===== src/rtl/issue_ctrl.sv =====
// Single-entry issue stage: holds one decoded instruction, tracks pending destination
// registers and the in-flight count, and issues to one of four FUs. Optional macro: ISSUE_CTRL_WB_BYPASS_EN.
module issue_ctrl #(
    parameter int unsigned NR_INFLIGHT = 4
) (
    input  logic        clk_i,
    input  logic        rst_i,
    input  logic        flush_i,
    input  logic        decoded_valid_i,
    output logic        decoded_ready_o,
    input  logic [3:0]  fu_i,
    input  logic [7:0]  op_i,
    input  logic [4:0]  rs1_i,
    input  logic [4:0]  rs2_i,
    input  logic [4:0]  rd_i,
    input  logic [63:0] pc_i,
    output logic [3:0]  issue_valid_o,
    input  logic [3:0]  fu_ready_i,
    output logic [7:0]  issue_op_o,
    output logic [4:0]  issue_rs1_o,
    output logic [4:0]  issue_rs2_o,
    output logic [4:0]  issue_rd_o,
    output logic [63:0] issue_pc_o,
    input  logic        wb_valid_i,
    input  logic [4:0]  wb_rd_i,
    output logic [31:0] busy_o,
    output logic [3:0]  inflight_o
);

    localparam logic [1:0] IDLE     = 2'd0;
    localparam logic [1:0] HOLD     = 2'd1;
    localparam logic [1:0] CSR_WAIT = 2'd2;

    localparam logic [3:0] FU_NONE = 4'd0;
    localparam logic [3:0] FU_ALU  = 4'd1;
    localparam logic [3:0] FU_MULT = 4'd2;
    localparam logic [3:0] FU_LSU  = 4'd3;
    localparam logic [3:0] FU_CSR  = 4'd4;

    logic [1:0]  state;
    logic [3:0]  hold_fu;
    logic [31:0] busy_chk;
    logic [3:0]  inflight_chk;
    logic        hazard;
    logic        count_ok;
    logic        can_issue;
    logic        fire;
    logic        retire;
    logic        wb_dec;
    logic [31:0] busy_nxt;

    // Hazard and capacity view; the bypass build lets a same-cycle writeback free its register and slot.
    always_comb begin
        busy_chk     = busy_o;
        inflight_chk = inflight_o;
`ifdef ISSUE_CTRL_WB_BYPASS_EN
        if (wb_valid_i) begin
            busy_chk[wb_rd_i] = 1'b0;
            if (inflight_o != 4'd0)
                inflight_chk = inflight_o - 4'd1;
        end
`endif
    end

    always_comb begin
        hazard = ((issue_rs1_o != 5'd0) && busy_chk[issue_rs1_o]) ||
                 ((issue_rs2_o != 5'd0) && busy_chk[issue_rs2_o]) ||
                 ((issue_rd_o  != 5'd0) && busy_chk[issue_rd_o]);
        if (hold_fu == FU_CSR)
            count_ok = (inflight_chk == 4'd0);
        else
            count_ok = (32'(inflight_chk) < NR_INFLIGHT);
        can_issue = (state == HOLD) && !flush_i && !hazard && count_ok;
        issue_valid_o = '0;
        if (can_issue) begin
            case (hold_fu)
                FU_ALU:  issue_valid_o = 4'b0001;
                FU_MULT: issue_valid_o = 4'b0010;
                FU_LSU:  issue_valid_o = 4'b0100;
                FU_CSR:  issue_valid_o = 4'b1000;
                default: issue_valid_o = '0;
            endcase
        end
        fire   = |(issue_valid_o & fu_ready_i);
        retire = (state == HOLD) && ((hold_fu == FU_NONE) || (hold_fu > FU_CSR));
        wb_dec = wb_valid_i && (inflight_o != 4'd0);
    end

    assign decoded_ready_o = (state == IDLE) && !flush_i;

    // Writeback clears first so a same-register issue in the same cycle keeps the bit set.
    always_comb begin
        busy_nxt = busy_o;
        if (wb_valid_i)
            busy_nxt[wb_rd_i] = 1'b0;
        if (fire && (issue_rd_o != 5'd0))
            busy_nxt[issue_rd_o] = 1'b1;
        busy_nxt[0] = 1'b0;
    end

    always_ff @(posedge clk_i or posedge rst_i) begin
        if (rst_i) begin
            state       <= IDLE;
            hold_fu     <= FU_NONE;
            issue_op_o  <= '0;
            issue_rs1_o <= '0;
            issue_rs2_o <= '0;
            issue_rd_o  <= '0;
            issue_pc_o  <= '0;
            busy_o      <= '0;
            inflight_o  <= '0;
        end else if (flush_i) begin
            state       <= IDLE;
            hold_fu     <= FU_NONE;
            issue_op_o  <= '0;
            issue_rs1_o <= '0;
            issue_rs2_o <= '0;
            issue_rd_o  <= '0;
            issue_pc_o  <= '0;
            busy_o      <= '0;
            inflight_o  <= '0;
        end else begin
            busy_o <= busy_nxt;
            if (fire && !wb_dec)
                inflight_o <= inflight_o + 4'd1;
            else if (wb_dec && !fire)
                inflight_o <= inflight_o - 4'd1;

            case (state)
                IDLE: begin
                    if (decoded_valid_i) begin
                        state       <= HOLD;
                        hold_fu     <= fu_i;
                        issue_op_o  <= op_i;
                        issue_rs1_o <= rs1_i;
                        issue_rs2_o <= rs2_i;
                        issue_rd_o  <= rd_i;
                        issue_pc_o  <= pc_i;
                    end
                end
                HOLD: begin
                    if (retire)
                        state <= IDLE;
                    else if (fire)
                        state <= (hold_fu == FU_CSR) ? CSR_WAIT : IDLE;
                end
                CSR_WAIT: begin
                    if (wb_valid_i)
                        state <= IDLE;
                end
                default: state <= IDLE;
            endcase
        end
    end

endmodule

===== config.mk =====
export PLATFORM = sky130hd
export DESIGN_NAME = issue_ctrl
export DESIGN_NICKNAME = d
export VERILOG_FILES = /design/src/rtl/issue_ctrl.sv
export SDC_FILE = /design/constraint.sdc
export NUM_CORES = 1
export LEC_CHECK = 0
export BUFFER_PORTS_ARGS = -buffer_cell sky130_fd_sc_hd__buf_2
export CORE_MARGIN = 8
export CORE_UTILIZATION = 40
export CTS_CLUSTER_SIZE = 14
export DETAILED_ROUTE_END_ITERATION = 7
export HOLD_SLACK_MARGIN = 0.12
export PLACE_DENSITY = 0.66
export SYNTH_ARGS = -nofsm -noshare
export SYNTH_HDL_FRONTEND = slang
export SYNTH_SLANG_ARGS = --single-unit

===== constraint.sdc =====
create_clock -name clk_i -period 5.6 [get_ports clk_i]
set_input_delay 1.12 -clock clk_i [delete_from_list [all_inputs] [get_ports clk_i]]
set_output_delay 1.12 -clock clk_i [all_outputs]
set_load 0.01 [all_outputs]

==> impl_metrics.py <==
metrics = {
    "outcome": {
        "status": "finished clean",
    },
    "layout": {
        "fillerInstances": 1598,
        "final_net_count": 1041,
        "drive_gt1_frac": 0.309,
        "final_cells": 1166,
        "finalCoreUtilization": 0.515,
        "multi_input_area_um2": 3120,
        "seq_area_um2": 3200,
        "syn2layout_area_growth_pct": 28.1,
        "final_area_um2": 8420,
    },
    "clock_network": {
        "clk_pin_slew_ns": 0.06,
        "cts_hold_buf": 0,
        "clock_latency_ns": 0.41,
        "cts_setup_buffers": 0,
        "htreeDepth": 4,
        "cts_buffer_depth": 2,
        "root_buffer": "clkbuf_16",
        "cts_tree": "yes",
        "cts_resized": 0,
        "cts_made_buffers": 17,
        "cts_sinks": 128,
    },
    "global_route": {
        "antenna_found_initial": 3,
        "overflow": 0,
        "grt_max_degree": 93,
        "grt_pass1_vias": 6224,
        "grt_first_pass_wirelength_um": 34100,
        "grt_usage": 0.213,
    },
    "route": {
        "vias": 6242,
        "first_pass_iters": 5,
        "detail-route-antenna-nets": 0,
        "first_iter_violations": 498,
        "vias_per_cell": 5.35,
        "wl_per_cell_um": 18.8,
        "drc": 0,
        "routed_wl_um": 21900,
    },
    "worst_setup_path": {
        "rr_startpoint": "issue_rd_o[1]",
        "worstSetupPathType": "register to output pin",
        "r2r_cells": 11,
        "regToRegSetupSlack_ns": 1.52,
        "crit_fanout": 19,
        "worst-endpoint-required_ns": 4.48,
        "arrival_ns": 3.50,
        "end_kind": "output pin",
        "crit_path_start_kind": "register",
        "timing.rr.end": "inflight_o[3]",
    },
    "placed_design": {
        "place_area_um2": 7830,
        "placedCellCount": 1134,
        "place.gp.congestion": 0.974,
        "hpwl_um": 15600,
        "io_buffers": 231,
    },
    "synth": {
        "ys_ff_latch": 128,
        "synthCells": 730,
        "synth_cell_types": 53,
        "synth_top_family_by_area": "simple AND/OR/NAND/NOR gates",
        "synth-compound-area-share": 0.138,
        "synth_fa_ha_area_frac": 0.00686,
        "yosysSeqAreaShare": 0.488,
        "synth-edff-count": 0,
        "yosysTopAreaCellShare": 0.488,
        "synth_area_leader_cell": "dfrtp_1",
        "synth_mux_area_frac": 0.0893,
        "async_reset_ff_frac": 1.00,
        "yosysWarnings": 0,
        "synth_area_leaders": "dfrtp_1 (49%), nand2_1 (12%), a21oi_1 (7.0%), o21ai_0 (4.0%), mux4_2 (3.1%)",
        "synthXorXnorAreaFrac": 0.00476,
        "synth_ff_type": "dfrtp_1",
        "syn-num-nets": 838,
        "syn_avg_cell_area_um2": 9.00,
        "synthesis.area_um2": 6570,
        "synthSimpleGateAreaFrac": 0.234,
    },
    "pwr": {
        "clock_power_share": 0.428,
        "combPwrFrac": 0.164,
        "ir_drop_mv": 0.182,
        "power_frac_seq": 0.408,
        "p_leak_nw": 4.06,
        "swShare": 0.286,
        "p_per_area_nw_per_um2": 304,
        "netSwitchingPower_mw": 0.732,
        "p_int_mw": 1.83,
    },
    "floorplan": {
        "start_util": 0.402,
        "dieArea_um2": 20800,
        "io_pins": 233,
        "core_area_um2": 16300,
        "dieHeight_um": 144,
        "fp.dieW_um": 144,
        "rows": 47,
    },
    "hold_path": {
        "hold_depth": 2,
        "min_from": "issue_pc_o[5]",
        "hold_class": "register to register",
        "min_to": "issue_pc_o[5]",
    },
    "sta": {
        "setup_viol": 0,
        "period_share": 0.825,
        "hold_viol": 0,
        "slew_headroom": 0.326,
        "rsz0062_at_grt": "no",
        "tightest_slew_ns": 1.01,
        "maxClockFrequency_mhz": 216,
        "min_period_ns": 4.62,
        "fin_worst_skew_ns": 0.00754,
        "finalMaxSlewViolations": 0,
        "finalSetupTns_ns": 0,
    },
    "job": {
        "maxCapViolCount": 0,
    },
}
[sequential cells by signal, indices dropped and copies added, names as in the netlist]
name,count
issue_pc_o,64
busy_o,31
issue_op_o,8
issue_rd_o,5
issue_rs1_o,5
issue_rs2_o,5
hold_fu,4
inflight_o,4
state,2
[worst max path at each step]
stage	startpoint	endpoint	slack (ns)
3_5_place_dp	flush_i	issue_valid_o[2]	1.18
3_3_place_gp	flush_i	issue_valid_o[1]	1.26
5_1_grt	issue_rd_o[1]	issue_valid_o[1]	0.82
4_1_cts	issue_rd_o[1]	issue_valid_o[2]	1.04
6_report	issue_rd_o[1]	issue_valid_o[1]	0.98
2_1_floorplan	rst_i	busy_o[10]	1.07
[critical path, cell delays in order, from the launching register on]
cell	delay [ns]
dfrtp_1	0.84
mux4_2	0.42
and3b_1	0.20
o21a_1	0.19
or4_4	0.55
or3_1	0.47
nor4_1	0.22
buf_2	0.19
[area by class of cell]
type	instances	share of cell area
sequential	128	0.380
tap	220	0.0327
multi-input combinational	540	0.371
timing repair buffer	234	0.140
clock inverter	12	0.0162
clock buffer	19	0.0538
inverter	12	0.00565
antenna	1	0.000297
[through the flow]
step           hold WS [ns]  total power, mW  worst slack, ns
2_1_floorplan         0.514             1.32             1.07
3_3_place_gp          0.505             1.48             1.26
3_5_place_dp          0.511             1.48             1.18
4_1_cts               0.520             2.59             1.04
5_1_grt               0.540             2.68            0.821
6_report              0.516             2.56            0.978
[power groups by stage]
stage                     clock, mW  combinational [mW]  sequential [mW]
after floorplan                   0               0.258             1.06
after global placement            0               0.419             1.06
after detailed placement          0               0.425             1.06
after CTS                      1.12               0.426             1.04
after global routing           1.16               0.470             1.05
final                          1.10               0.421             1.04
[layout by cell type, fill, tap and decap left out, types with 4 or more instances in the layout]
cell type / instances
nand3b_1: 24
mux2_2: 9
inv_1: 11
nand3_1: 8
mux2i_1: 14
clkbuf_16: 17
buf_4: 4
or3_1: 5
nor2b_1: 23
nor4_1: 7
clkinv_4: 4
buf_2: 230
nor3_1: 10
dfrtp_1: 128
mux4_2: 9
nand2_1: 213
nor3b_1: 7
mux4_1: 5
o21ai_0: 53
a21oi_1: 92
nor2_1: 14
[metal layers]
| layer | GRT usage | share of wire | up-vias |
|---|---|---|---|
| met1 | 0.266 | 0.40 | 2947 |
| met2 | 0.320 | 0.46 | 327 |
| met4 | 0.0767 | 0.023 | 4 |
| met5 | 0 | 0.00082 | - |
| li1 | - | - | 2920 |
| met3 | 0.0924 | 0.12 | 44 |
[synthesized netlist by cell type, drive strengths merged, types with 2 or more instances]
library cell	n
nand2	214
dfrtp	128
a21oi	92
o21ai	54
clkbuf	39
nand3b	24
nor2b	23
mux2i	14
mux4	14
nor2	14
inv	12
buf	11
mux2	10
nor3	10
nand3	8
nor4	8
nor3b	7
or3	5
or4	4
a221oi	3
a31oi	3
o22ai	3
a21o	2
a311o	2
a311oi	2
ha	2
nand4	2
nor4b	2
o21a	2
or2	2
[cell families (layout without fill, tap and decap cells)]
logic type / after synthesis / in the layout
AOI/OAI and AO/OA: 168 / 168
xor gates and xnor gates: 2 / 2
adders and majority gates: 3 / 3
buffers and inverters: 62 / 277
DFF: 128 / 128
muxes: 38 / 38
other: 1 / 2
and+or+nand+nor: 328 / 328
Power figures use the tool's default switching activity.
